`config.mk`:
```
export PLATFORM = sky130hd
export DESIGN_NAME = run_sequencer_flat
export DESIGN_NICKNAME = d
export VERILOG_FILES = /design/src/rtl/run_sequencer_if.sv /design/src/rtl/run_sequencer.sv /design/src/flat_wrapper.sv
export SDC_FILE = /design/constraint.sdc
export NUM_CORES = 1
export LEC_CHECK = 0
export BUFFER_PORTS_ARGS = -buffer_cell sky130_fd_sc_hd__clkbuf_2
export CAP_MARGIN = 10
export CORE_ASPECT_RATIO = 0.5
export CORE_UTILIZATION = 40
export DETAILED_ROUTE_END_ITERATION = 6
export PLACE_DENSITY = 0.73
export SYNTH_ARGS = -nofsm -noshare
export SYNTH_HDL_FRONTEND = slang
export SYNTH_SLANG_ARGS = --single-unit
export TNS_END_PERCENT = 50
```
`constraint.sdc`:
```
create_clock -name clk -period 2.2 [get_ports clk]
set_input_delay 0.44 -clock clk [delete_from_list [all_inputs] [get_ports clk]]
set_output_delay 0.44 -clock clk [all_outputs]
set_load 0.1 [all_outputs]
```
`src/rtl/run_sequencer_if.sv`:
```
// Control/status bundle between the run sequencer and whatever drives it (top level or bench).
// The sequencer takes the slave modport; the run requester takes the master modport.
interface run_sequencer_if #(
   parameter int CNT_W = 16
);
   logic             launch;
   logic             halt;
   logic             abort;
   logic             proc_reset;
   logic             proc_start;
   logic             running;
   logic             done;
   logic             timeout;
   logic [CNT_W-1:0] cycle_count;
   logic [2:0]       state;

   modport master (
      output launch, halt, abort,
      input  proc_reset, proc_start, running, done, timeout, cycle_count, state
   );

   modport slave (
      input  launch, halt, abort,
      output proc_reset, proc_start, running, done, timeout, cycle_count, state
   );
endinterface

```
`src/rtl/run_sequencer.sv`:
```
// Processor run controller: reset-then-start launch sequence, then run supervision with a
// saturating cycle counter, halt detection, abort and an optional watchdog.
module run_sequencer #(
   parameter int RESET_CYCLES = 2,
   parameter int START_CYCLES = 1,
   parameter int CNT_W        = 16,
   parameter int TIMEOUT      = 4096
) (
   input logic               clk,
   input logic               reset,
   run_sequencer_if.slave    bus
);

   typedef enum logic [2:0] {
      ST_IDLE  = 3'd0,
      ST_RST   = 3'd1,
      ST_START = 3'd2,
      ST_RUN   = 3'd3,
      ST_DONE  = 3'd4,
      ST_TOUT  = 3'd5
   } state_t;

   localparam int PH_MAX = (RESET_CYCLES > START_CYCLES) ? RESET_CYCLES : START_CYCLES;
   localparam int PH_W   = $clog2(PH_MAX) + 1;

   localparam logic [PH_W-1:0]  RST_LAST   = PH_W'(RESET_CYCLES - 1);
   localparam logic [PH_W-1:0]  START_LAST = PH_W'(START_CYCLES - 1);
   localparam logic [CNT_W-1:0] TOUT_LAST  = (TIMEOUT == 0) ? '0 : CNT_W'(TIMEOUT - 1);
   localparam logic [CNT_W-1:0] CNT_MAX    = '1;

   state_t           state_r, state_s;
   logic [PH_W-1:0]  phase_r, phase_s;
   logic [CNT_W-1:0] count_r, count_s;
   logic             done_r, done_s;
   logic             timeout_r, timeout_s;
   logic             proc_reset_r, proc_start_r, running_r;

   // Next-state, phase counter, run counter and sticky flag logic.
   always_comb begin
      state_s   = state_r;
      phase_s   = phase_r;
      count_s   = count_r;
      done_s    = done_r;
      timeout_s = timeout_r;
      case (state_r)
         ST_IDLE: begin
            // abort in IDLE masks launch for that cycle
            if (bus.launch && !bus.abort) begin
               state_s   = ST_RST;
               phase_s   = '0;
               count_s   = '0;
               done_s    = 1'b0;
               timeout_s = 1'b0;
            end else begin
               phase_s = '0;
            end
         end
         ST_RST: begin
            if (bus.abort) begin
               state_s = ST_IDLE;
               phase_s = '0;
            end else if (phase_r == RST_LAST) begin
               state_s = ST_START;
               phase_s = '0;
            end else begin
               phase_s = phase_r + 1'b1;
            end
         end
         ST_START: begin
            if (bus.abort) begin
               state_s = ST_IDLE;
               phase_s = '0;
            end else if (phase_r == START_LAST) begin
               state_s = ST_RUN;
               phase_s = '0;
            end else begin
               phase_s = phase_r + 1'b1;
            end
         end
         ST_RUN: begin
            // Counter advances only on cycles that stay in RUN, so it reads the RUN cycles
            // completed before the exit edge.
            if (bus.abort) begin
               state_s = ST_IDLE;
            end else if (bus.halt) begin
               state_s = ST_DONE;
               done_s  = 1'b1;
            end else if ((TIMEOUT != 0) && (count_r == TOUT_LAST)) begin
               state_s   = ST_TOUT;
               timeout_s = 1'b1;
            end else if (count_r != CNT_MAX) begin
               count_s = count_r + 1'b1;
            end else begin
               count_s = count_r;
            end
         end
         ST_DONE, ST_TOUT: begin
            if (bus.abort) begin
               state_s   = ST_IDLE;
               done_s    = 1'b0;
               timeout_s = 1'b0;
            end else if (bus.launch) begin
               state_s   = ST_RST;
               phase_s   = '0;
               count_s   = '0;
               done_s    = 1'b0;
               timeout_s = 1'b0;
            end else begin
               state_s = state_r;
            end
         end
         default: begin
            state_s = ST_IDLE;
            phase_s = '0;
         end
      endcase
   end

   // State and output registers; outputs are decoded from the next state so they align with it.
   always_ff @(posedge clk) begin
      if (reset) begin
         state_r      <= ST_IDLE;
         phase_r      <= '0;
         count_r      <= '0;
         done_r       <= 1'b0;
         timeout_r    <= 1'b0;
         proc_reset_r <= 1'b1;
         proc_start_r <= 1'b0;
         running_r    <= 1'b0;
      end else begin
         state_r      <= state_s;
         phase_r      <= phase_s;
         count_r      <= count_s;
         done_r       <= done_s;
         timeout_r    <= timeout_s;
         proc_reset_r <= (state_s == ST_IDLE) || (state_s == ST_RST);
         proc_start_r <= (state_s == ST_START);
         running_r    <= (state_s == ST_RUN);
      end
   end

   assign bus.proc_reset  = proc_reset_r;
   assign bus.proc_start  = proc_start_r;
   assign bus.running     = running_r;
   assign bus.done        = done_r;
   assign bus.timeout     = timeout_r;
   assign bus.cycle_count = count_r;
   assign bus.state       = state_r;

endmodule
```
`src/flat_wrapper.sv`:
```
// flat-port wrapper written by rule: the top's interface ports become plain ports
module run_sequencer_flat 
#(
   parameter int RESET_CYCLES = 2,
   parameter int START_CYCLES = 1,
   parameter int CNT_W        = 16,
   parameter int TIMEOUT      = 4096
)
  (clk, reset, bus_launch, bus_halt, bus_abort, bus_proc_reset, bus_proc_start, bus_running, bus_done, bus_timeout, bus_cycle_count, bus_state);
  run_sequencer_if #(.CNT_W(CNT_W)) bus_i ();
  input logic clk;
  input logic reset;
  input wire logic [$bits(bus_i.launch)-1:0] bus_launch;
  input wire logic [$bits(bus_i.halt)-1:0] bus_halt;
  input wire logic [$bits(bus_i.abort)-1:0] bus_abort;
  output wire logic [$bits(bus_i.proc_reset)-1:0] bus_proc_reset;
  output wire logic [$bits(bus_i.proc_start)-1:0] bus_proc_start;
  output wire logic [$bits(bus_i.running)-1:0] bus_running;
  output wire logic [$bits(bus_i.done)-1:0] bus_done;
  output wire logic [$bits(bus_i.timeout)-1:0] bus_timeout;
  output wire logic [$bits(bus_i.cycle_count)-1:0] bus_cycle_count;
  output wire logic [$bits(bus_i.state)-1:0] bus_state;
  assign bus_i.launch = bus_launch;
  assign bus_i.halt = bus_halt;
  assign bus_i.abort = bus_abort;
  assign bus_proc_reset = bus_i.proc_reset;
  assign bus_proc_start = bus_i.proc_start;
  assign bus_running = bus_i.running;
  assign bus_done = bus_i.done;
  assign bus_timeout = bus_i.timeout;
  assign bus_cycle_count = bus_i.cycle_count;
  assign bus_state = bus_i.state;
  run_sequencer #(.RESET_CYCLES(RESET_CYCLES), .START_CYCLES(START_CYCLES), .CNT_W(CNT_W), .TIMEOUT(TIMEOUT)) u_core (.clk(clk), .reset(reset), .bus(bus_i));
endmodule
```
* After elaboration in Yosys (flattened, before gate mapping)
Index checks and enable logic that the tools add are counted.
Word-level totals: flip-flop bits (word level) 26, input bits 5, output and inout bits 24, word-level logic and storage cells 80
Operators by class: add/sub/neg operators 2, equality and inequality tests 21, mux-type cells 36, bitwise gates (word level) 1, reductions and logical operators 12
Operator list (count):
- 2-to-1 mux 16 bit | 7
- case mux 16 bit (3 select lines) | 1
- 2-to-1 mux 3 bit | 10
- adder 16 x 1 -> 16 bit, second input constant | 1
- == test 16 x 12 -> 1 bit, second input constant | 1
- inequality test 16 bit, second input constant | 1
- case mux 3 bit (5 select lines) | 1
- == test 3 x 2 -> 1 bit, second input constant | 4
- 2-to-1 mux 2 bit | 6
- inequality test 2 bit, second input constant | 6
- 2-to-1 mux 1 bit | 8
- case mux 2 bit (4 select lines) | 1
- AND reduction 8 bit | 1
- == test 3 x 1 -> 1 bit, second input constant | 2
- == test 3 bit, second input constant | 2
- logical NOT 3 bit | 2
- inequality test 2 x 1 -> 1 bit, second input constant | 3
- case mux 1 bit (3 select lines) | 2
- AND reduction 6 bit | 1
- AND reduction 5 bit | 1
- inequality test 3 bit, second input constant | 1
- AND reduction 3 bit | 1
- nonzero test 3 bit | 1
- adder 2 x 1 -> 2 bit, second input constant | 1
- 7 further kinds | 7

* Longest topological paths before layout
Gate-level depths: netlist (run 1).
word-level depth 7, mapped depth 9, depth with buffers taken out 7

* Worst setup path before layout (run 1)
No wires, ideal clock.
path kind reg2reg, from register u_core.count_r[0] (netlist: u_core.bus.cycle_count[0]), to register u_core.count_r[5] (netlist: u_core.bus.cycle_count[5]), library setup time 67 ps, arrival 2442 ps, data required time 2133 ps, path slack -309 ps, stages on the path, launching flop included 10, path buffers 3, clock period less this slack 2509 ps, cell sequence dfxtp_1 ha_1 and3_1 and3_1 and3_1 buf_6 buf_12 buf_12 o21ai_1 a21oi_2
Between the ends: cells in the longest elaborated chain, start to end 6, elaborated cells on any way between the ends 11, classes of those cells 1 x add/sub; 4 x eq/ne; 5 x mux; 1 x reduce/logical
RTL lines:
- start, declared | line run_sequencer.sv:33 | logic [CNT_W-1:0] count_r, count_s;
- start signal, assigned | line run_sequencer.sv:133 | count_r <= count_s;
- adder 16 x 1 -> 16 bit | line run_sequencer.sv:92 | count_s = count_r + 1'b1;
- 2-to-1 mux 16 bit | line run_sequencer.sv:91 | end else if (count_r != CNT_MAX) begin
- 2-to-1 mux 16 bit | line run_sequencer.sv:88 | end else if ((TIMEOUT != 0) && (count_r == TOUT_LAST)) begin
- 2-to-1 mux 16 bit | line run_sequencer.sv:85 | end else if (bus.halt) begin
- 2-to-1 mux 16 bit | line run_sequencer.sv:83 | if (bus.abort) begin
- case mux 16 bit (3 select lines) | line run_sequencer.sv:45 | case (state_r)
Parallel ways exist; a longest one is shown, timed or not. The select of a mux whose other input is x is not followed. A chain may end at the register's enable or synchronous reset.

* Worst setup path in the final report (run 1)
from register u_core.count_r[0] (netlist: u_core.bus.cycle_count[0]), to register u_core.count_r[11] (netlist: u_core.bus.cycle_count[11])
Same word-level chain as after synthesis.

==> out/metrics.cfg, run 1 <==
[status]
status=completed

[place]
port_buffers=28
place_hpwl_mm=2.50
gp_congestion=0.821
dp_cells=252
placed_area_um2=1680

[critical_path]
cp_max_fo=27
r2r_slack_ns=0.11
cpMaxStageDelayCell=or4_1
required_ns=2.41
cp_common_cell=and3_1
max_stage_delay_ns=0.53
crit_path_cell_trace=ha_1, and3_1, and3_1, and3_1, buf_12, or4_1, a21oi_2
critPathLaunchType=register
rr_worst_depth=7
crit_arrival_ns=2.30
end_kind=register
path_class=register to register

[floorplanning]
initial_core_util=0.427
core_area_um2=3490
dieArea_um2=3980
io_pins=29
num_rows=15
die_w_um=88.3
die_h_um=45.1

[sta]
fin_skew_ns=0.00313
setup_viol_count_final=0
hold_viol_final=0
max_freq_ghz=0.478
maxSlewViolCount=0
grt_setup_unrepaired=no
relSlewSlack=0.640
tightest_slew_ns=0.542
finalSetupTns_ns=0
finalCritPeriodShare=0.950
final.min_clock_period_ns=2.09

[global_route]
grt_max_degree=28
grt.total_usage=0.179
overflow=0
grt_pass1_vias=1246
antenna_found_initial=0
grt_first_pass_wirelength_mm=5.55

[clock_network]
cts_buffer_depth=2
worst_skew_pair.late_latency_ns=0.27
postCtsSetupBuffers=0
clkTransAtPathRegs_ns=0.09
hold_buffers=0
numCtsBuffers=3
cts.htree.levels=1
cts.sinks=26
cts_tree=built
clock-root-buffer=clkbuf_8

[final_layout]
antenna-diode-count=0
fin_cells=256
final_cell_mix=clkbuf_2, a21oi_1, dfxtp_2
nets=215
stdcell_area_um2=1760
final_common_cell=clkbuf_2
synthToLayoutAreaGrowth_pct=18.0
final_layout_size_suffix_gt1_frac=0.298
final_util=0.503
n_fill_cell=343

[yosys]
ys_seq_area_frac=0.350
synthCells=177
ys_warn_count=0
avgSynthCellArea_um2=8.41
yosysUniqueCellTypes=45
synth_top_cell_by_area=dfxtp_1
netlist_area_um2=1490
synth_flop_cell=dfxtp_1
synth.area.top_cells=dfxtp_1, or4_1, a21oi_1, o31ai_1, nor2_1
synth-async-reset-ratio=0
synth_edf_count=0
syn_nets=186
synth_top_cell_area_share=0.350
ys_ff_latch=26

[routing]
drt_iter0_drc=99
num_vias=1474
drc=0
via_per_inst=5.76
routedWlPerCell_um=13.4
drtPass1Iterations=4
drtAntennaViolNets=0
drt-total-wl_mm=3.44

[hold_path]
hold_path_depth=3
hp-class=primary input to register

[power]
total_power_w=0.000941
peakVddDrop_mv=0.301
netSwitchingFraction=0.218
p_leak_nw=0.642
pwr-share-comb=0.074
cellInternalPower_w=0.000736
p_sw_w=0.000205
pwr-share-seq=0.506
p_per_area_nw_per_um2=536
pwr-share-clk=0.420

[job]
maxCapViolCount=0

[metrics by stage]
step                hold slack, ns  setup slack (ns)
floorplan                    0.491           -0.0249
global placement             0.462             0.225
detailed placement           0.480             0.172
CTS                          0.436             0.124
global route                 0.455           0.00748
finish                       0.437             0.109
[worst max-delay path, delay by kind of cell (launching register included)]
kind | cells | cell delay, ns
AOI/OAI and AO/OA | 1 | 0.14
buffers and inverters | 1 | 0.16
adders and majority gates | 1 | 0.25
and+or+nand+nor | 4 | 1.13
DFF | 1 | 0.36
[layout make-up]
cell class	instances	area, um2	area share
clock inverter	1	30.0	0.0171
sequential	26	539	0.307
timing repair buffer	32	183	0.104
tap	51	63.8	0.0363
clock buffer	3	41.3	0.0235
multi-input combinational	139	885	0.504
inverter	4	15.0	0.00855
[per-layer routing]
layer  routed length [um]  part of all wire  track usage
met5                    0                 0            0
met4                    0                 0       0.0323
met3                  225             0.065       0.0457
met2                 1610              0.47        0.311
met1                 1600              0.47        0.231
[final timing paths]
kind	from	end
worst min-delay path	bus_halt	u_core.bus.done
worst max-delay path	u_core.bus.cycle_count[0]	u_core.bus.cycle_count[11]
worst min register to register	u_core.bus.cycle_count[7]	u_core.bus.cycle_count[7]
worst max register to register	u_core.bus.cycle_count[0]	u_core.bus.cycle_count[11]
[power groups by stage]
stage	combinational, W	clock [W]	sequential [W]
2_1_floorplan	0.0000414	0	0.000498
3_3_place_gp	0.0000697	0	0.000487
3_5_place_dp	0.0000693	0	0.000487
4_1_cts	0.0000699	0.000407	0.000476
5_1_grt	0.0000766	0.000420	0.000477
6_report	0.0000700	0.000395	0.000476
[synth_stat cells (4+ instances only)]
cell type,n
and3_1,4
a21oi_1,16
o21ai_0,5
o31ai_1,10
nor2_1,14
or4_1,12
ha_1,4
dfxtp_1,26
nand2_1,12
o21ai_1,4
nand3_1,9
nand4_1,6
[cell families after synthesis]
logic type | count (synthesis) | share of synthesized area
and+or+nand+nor | 82 | 0.317
AOI/OAI and AO/OA | 50 | 0.221
DFF | 26 | 0.350
buffers and inverters | 12 | 0.0588
adders and majority gates | 4 | 0.0336
muxes | 3 | 0.0202
[registers in the layout, indices dropped and copies added, names as in the netlist]
signal                  cells
u_core.bus.proc_reset       1
u_core.bus.state            3
u_core.bus.done             1
u_core.bus.proc_start       1
u_core.bus.running          1
u_core.bus.timeout          1
u_core.bus.cycle_count     16
u_core.phase_r              2
[repair_timing]
item | 4_1_cts | 5_1_grt
hold endpoints to repair | 0 | 0
endpoints found under the setup margin | 0 | 1
gates resized for setup | 0 | 1
No activity file was read; power rests on OpenSTA's default activity.
==> run 2: changes to the inputs <==
--- a/config.mk
+++ b/config.mk
@@ -5,7 +5,7 @@
 export SDC_FILE = /design/constraint.sdc
 export NUM_CORES = 1
 export LEC_CHECK = 0
-export BUFFER_PORTS_ARGS = -buffer_cell sky130_fd_sc_hd__clkbuf_2
+export BUFFER_PORTS_ARGS = -buffer_cell sky130_fd_sc_hd__buf_2
 export CAP_MARGIN = 10
 export CORE_ASPECT_RATIO = 0.5
 export CORE_UTILIZATION = 40
==> run 2 against run 1 <==
  * Register-to-register slack improved by 0.03 ns
  * Combinational power rose by 1%
  * Non-clock buffer count did not move
  * Largest power group unchanged
  * Clock skew barely moved
  * Setup slack improved by 0.031 ns
  * Sequential cell count did not move
  * Routed wire length rose by 4.9%
  * Global-route usage rose by 1.8 points
  * Fmax rose by 1.5%
==> out/metrics.cfg, run 2 (synthesis gave the netlist of run 1 again) <==
[critical_path]
path_class=register to register
required_ns=2.41  ; about the same
cpMaxStageDelayCell=or4_1
r2r_start=u_core.bus.cycle_count[0]
critPathLaunchType=register
crit_path_cell_trace=ha_1, and3_1, and3_1, and3_1, buf_12, or4_1, a21oi_1
cp_max_fo=27  ; unchanged
crit_buf_inv=1  ; unchanged
end_kind=register
cp_top_family=simple AND/OR/NAND/NOR gates
startpoint=u_core.bus.cycle_count[0]
max_stage_delay_ns=0.51  ; -0.02 ns
crit_arrival_ns=2.27  ; -0.03 ns
cp_common_cell=and3_1

[final_layout]
final_cell_mix=buf_2, a21oi_1, dfxtp_2
stdcell_area_um2=1720  ; -1.9%
nets=215  ; unchanged
final_layout_size_suffix_gt1_frac=0.289  ; -0.00835
antenna-diode-count=0  ; unchanged
final_common_cell=buf_2
synthToLayoutAreaGrowth_pct=15.7
largest_register_ffs=16  ; unchanged
fin_cells=255  ; -0.39%

[global_route]
grt.total_usage=0.197  ; +0.0175
grt_busiest_layer=met2
grt_max_degree=28  ; unchanged
overflow=0  ; unchanged
use_met1=0.256  ; +0.0252
antenna_found_initial=0  ; unchanged
use_met2=0.328  ; +0.0169
grt_first_pass_wirelength_mm=6.01  ; +8.3%
met3_usage=0.0512  ; +0.00548
grt_pass1_vias=1324  ; +6.3%

[clock_network]
hold_buffers=0  ; unchanged
cts.sinks=26  ; unchanged
post_cts_resized=0  ; unchanged
clkTransAtPathRegs_ns=0.09  ; about the same
cts_tree=built
numCtsBuffers=3  ; unchanged
postCtsSetupBuffers=0  ; unchanged
worst_skew_pair.late_latency_ns=0.27  ; about the same
clock-root-buffer=clkbuf_8
cts_buffer_depth=2  ; unchanged
cts.htree.levels=1  ; unchanged

[hold_path]
hp-class=primary input to register
hp-start=bus_halt

[routing]
drtPass1Iterations=4  ; unchanged
drtAntennaViolNets=0  ; unchanged
drt-total-wl_mm=3.61  ; +4.9%
drc=0  ; unchanged
num_vias=1440  ; -2.3%
routedWlPerCell_um=14.1  ; +5.4%
drt_iter0_drc=54  ; -45%
via_per_inst=5.65  ; -1.9%

[sta]
relSlewSlack=0.657  ; +0.0166
grt_setup_unrepaired=no
hold_viol_final=0  ; unchanged
hold_ws_ns=0.440  ; +0.00342 ns
final.min_clock_period_ns=2.06  ; -0.0305 ns
setup_viol_count_final=0  ; unchanged
tightest_slew_ns=0.511  ; -0.0307 ns
finalCritPeriodShare=0.936  ; -0.0139
max_freq_ghz=0.485  ; +1.5%
maxSlewViolCount=0  ; unchanged
fin_skew_ns=0.00307  ; -0.0000537 ns

[place]
gp_congestion=0.824  ; +0.35%
dp_cells=252  ; unchanged
place_hpwl_mm=2.61  ; +4.6%
placed_area_um2=1680  ; unchanged
port_buffers=28  ; unchanged

[floorplanning]
initial_core_util=0.427  ; unchanged
num_rows=15  ; unchanged
die_w_um=88.3  ; unchanged
core_area_um2=3490  ; unchanged
dieArea_um2=3980  ; unchanged
die_h_um=45.1  ; unchanged
io_pins=29  ; unchanged

[job]
maxCapViolCount=0  ; unchanged

[power]
peakVddDrop_mv=0.154  ; -49%
p_per_area_nw_per_um2=477  ; -11%
p_leak_nw=0.647  ; +0.79%

[status]
status=completed

run 2: cell count changes in the layout (fill, tap and decap cells not counted), sizes merged:
cell / delta
buf: +28
bufinv: -1
clkbuf: -28
run 2: power by group:
part	internal [W]	switching [W]	leakage [nW]
combinational	0.0000204	0.0000505	0.408
sequential	0.000472	0.00000379	0.217
clock	0.000123	0.000152	0.0216
total	0.000616	0.000206	0.647
run 2: area by class of cell:
type / instances / area, um2
Sequential cell: 26 / 539
Inverter: 4 / 15.0
Multi-Input combinational cell: 139 / 881
Tap cell: 51 / 63.8
Fill cell: 356 / 1770
Clock buffer: 3 / 41.3
Timing Repair Buffer: 32 / 183
run 2: worst min-delay path, delay by kind of cell:
family / cells / cell delay [ns]
AND/OR/NAND/NOR: 1 / 0.07
AO/OA/AOI/OAI: 1 / 0.06
buffers and inverters: 1 / 0.11
run 2: metrics by stage:
step | utilization | setup TNS [ns] | power, W | setup WS, ns
2_1_floorplan | - | -0.0282 | 0.000539 | -0.0249
3_3_place_gp | 0.482 | 0 | 0.000557 | 0.226
3_5_place_dp | 0.482 | 0 | 0.000558 | 0.177
4_1_cts | 0.494 | 0 | 0.000831 | 0.161
5_1_grt | 0.494 | 0 | 0.000853 | 0.0354
6_report | 0.494 | 0 | 0.000822 | 0.140
run 2: final timing paths:
path	slack, ns	endpoint	depth (start not counted)
setup / recovery	0.14	u_core.bus.cycle_count[11]	7
hold reg to reg	0.48	u_core.bus.done	2
hold / removal	0.44	u_core.bus.done	3
setup reg to reg	0.14	u_core.bus.cycle_count[11]	7
run 2: routing by layer:
layer  share of wire  vias up  wire (um)
met4          0.0050        0         18
met3           0.051        4        183
met5               0        -          0
met1            0.49      674       1780
li1                -      728          -
met2            0.45       34       1630
==> run 3: changes to the inputs <==
--- a/config.mk
+++ b/config.mk
@@ -10,7 +10,7 @@
 export CORE_ASPECT_RATIO = 0.5
 export CORE_UTILIZATION = 40
 export DETAILED_ROUTE_END_ITERATION = 6
-export PLACE_DENSITY = 0.73
+export PLACE_DENSITY = 0.75
 export SYNTH_ARGS = -nofsm -noshare
 export SYNTH_HDL_FRONTEND = slang
 export SYNTH_SLANG_ARGS = --single-unit
==> constraint.sdc (replaced) <==
create_clock -name clk -period 1.8 [get_ports clk]
set_input_delay 0.36 -clock clk [delete_from_list [all_inputs] [get_ports clk]]
set_output_delay 0.36 -clock clk [all_outputs]
set_load 0.1 [all_outputs]
==> run 3 against run 2 <==
  * Power up 22%
  * Via count up 11%
  * Sequential cell count unchanged
  * Core utilization up 6.9 points
  * Setup slack worse by 0.14 ns
  * Sequential share of layout area down 1.8 points
  * Critical endpoint unchanged
==> out/metrics.cfg, run 3 (synthesis gave the netlist of run 1 again) <==
[sta]
fin_skew_ns=0.00532  ; +0.00224 ns
grt_setup_unrepaired=yes
hold_viol_final=0  ; unchanged
final.min_clock_period_ns=1.80  ; -0.263 ns
finalSetupTns_ns=0  ; unchanged
finalCritPeriodShare=0.999  ; +0.0623
relSlewSlack=0.676  ; +0.0197
max_freq_ghz=0.556  ; +15%
tightest_slew_ns=0.489  ; -0.0227 ns
maxSlewViolCount=0  ; unchanged
setup_viol_count_final=0  ; unchanged
hold_ws_ns=0.370  ; -0.0709 ns

[status]
status=completed

[floorplanning]
die_h_um=45.1  ; unchanged
io_pins=29  ; unchanged
initial_core_util=0.427  ; unchanged
die_w_um=88.3  ; unchanged
core_area_um2=3490  ; unchanged
num_rows=15  ; unchanged
dieArea_um2=3980  ; unchanged

[global_route]
grt_pass1_vias=1359  ; +2.6%
antenna_found_initial=0  ; unchanged
grt_first_pass_wirelength_mm=6.49  ; +8.0%
grt_max_degree=28  ; unchanged
grt.total_usage=0.216  ; +0.0193
overflow=0  ; unchanged

[critical_path]
critPathLaunchType=register
path_class=register to register
crit_arrival_ns=2.00  ; -0.27 ns
end_kind=register
required_ns=2.00  ; -0.41 ns
cp_max_fo=14  ; -48%

[final_layout]
final_util=0.563  ; +0.0692
final_common_cell=buf_2
n_fill_cell=319  ; -10%
fin_cells=268  ; +5.1%
nets=227  ; +5.6%
final_cell_mix=buf_2, nor2_1, a21oi_1, buf_4, dfxtp_4
largest_register_ffs=16  ; unchanged
antenna-diode-count=0  ; unchanged
synthToLayoutAreaGrowth_pct=31.9
final_layout_size_suffix_gt1_frac=0.424  ; +0.135

[clock_network]
cts.htree.levels=1  ; unchanged
hold_buffers=0  ; unchanged
numCtsBuffers=3  ; unchanged
cts_buffer_depth=2  ; unchanged
cts_tree=built
clkTransAtPathRegs_ns=0.09  ; about the same
worst_skew_pair.late_latency_ns=0.27  ; about the same
cts.sinks=26  ; unchanged
clock-root-buffer=clkbuf_8

[routing]
drtPass1Iterations=4  ; unchanged
drtAntennaViolNets=0  ; unchanged
drt-total-wl_mm=4.32  ; +20%
num_vias=1592  ; +11%
drc=0  ; unchanged
via_per_inst=5.94  ; +5.2%
drt_iter0_drc=98  ; +81%
routedWlPerCell_um=16.1  ; +14%

[power]
p_per_area_nw_per_um2=512  ; +7.4%
peakVddDrop_mv=0.260  ; +68%
p_leak_nw=0.729  ; +13%
total_power_w=0.00101  ; +22%

[hold_path]
hp-class=primary input to register

[place]
port_buffers=28  ; unchanged
gp_congestion=0.832  ; +0.97%
place_hpwl_mm=2.98  ; +14%
dp_cells=260  ; +3.2%

[job]
maxCapViolCount=0  ; unchanged

run 3: changes by cell type in the layout (fill, tap and decap cells not counted), sizes merged:
| cell | change |
|---|---|
| buf | +10 |
| and3 | +2 |
| clkbuf | +1 |
run 3: layout make-up:
cell class	instances	area [um2]	share of cell area
Multi-Input combinational cell	141	1020	0.517
Inverter	4	15.0	0.00764
Timing Repair Buffer	42	245	0.125
Tap cell	51	63.8	0.0325
Clock buffer	4	45.0	0.0229
Sequential cell	26	579	0.295
run 3: final timing paths:
check / from / endpoint / slack [ns] / depth (start not counted)
max: u_core.bus.cycle_count[15] / u_core.bus.cycle_count[11] / 0.002 / 5
min: bus_halt / u_core.bus.done / 0.37 / 3
max reg2reg: u_core.bus.cycle_count[15] / u_core.bus.cycle_count[11] / 0.002 / 5
min reg2reg: u_core.bus.timeout / u_core.bus.timeout / 0.49 / 2
run 3: stage by stage:
stage               setup slack (ns)  instance area (um2)
floorplan                     -0.122                 1620
global placement              0.0252                 1830
detailed placement           -0.0368                 1830
CTS                         -0.00870                 1880
global route                 -0.0703                 1960
finish                       0.00238                 1960
run 3: where the power goes:
part	internal, W	switching (W)	total [W]
clock network	0.000158	0.000179	0.000337
logic	0.0000373	0.0000723	0.000110
registers	0.000557	0.00000251	0.000559
run 3: repair_timing:
| action | 4_1_cts | 5_1_grt |
|---|---|---|
| endpoints found under the setup margin | 5 | 18 |
| pin swaps | 2 | 2 |
| buffers inserted | 0 | 2 |
| gates resized for setup | 1 | 11 |
| gates cloned | 0 | 2 |
run 3: critical path, cell delays in order (launching register included):
cell and delay [ns]:
dfxtp_4 0.37, or4_1 0.53, a21oi_2 0.23, and3_4 0.31, o31ai_1 0.14, a21oi_2 0.15
run 3: routing by layer:
layer / wire length, um / GRT usage / vias up / part of all wire
li1: - / - / 756 / -
met1: 1890 / 0.297 / 758 / 0.44
met2: 2100 / 0.349 / 72 / 0.49
met3: 272 / 0.0439 / 6 / 0.063
met4: 49 / 0.0581 / 0 / 0.011
met5: 0 / 0 / - / 0
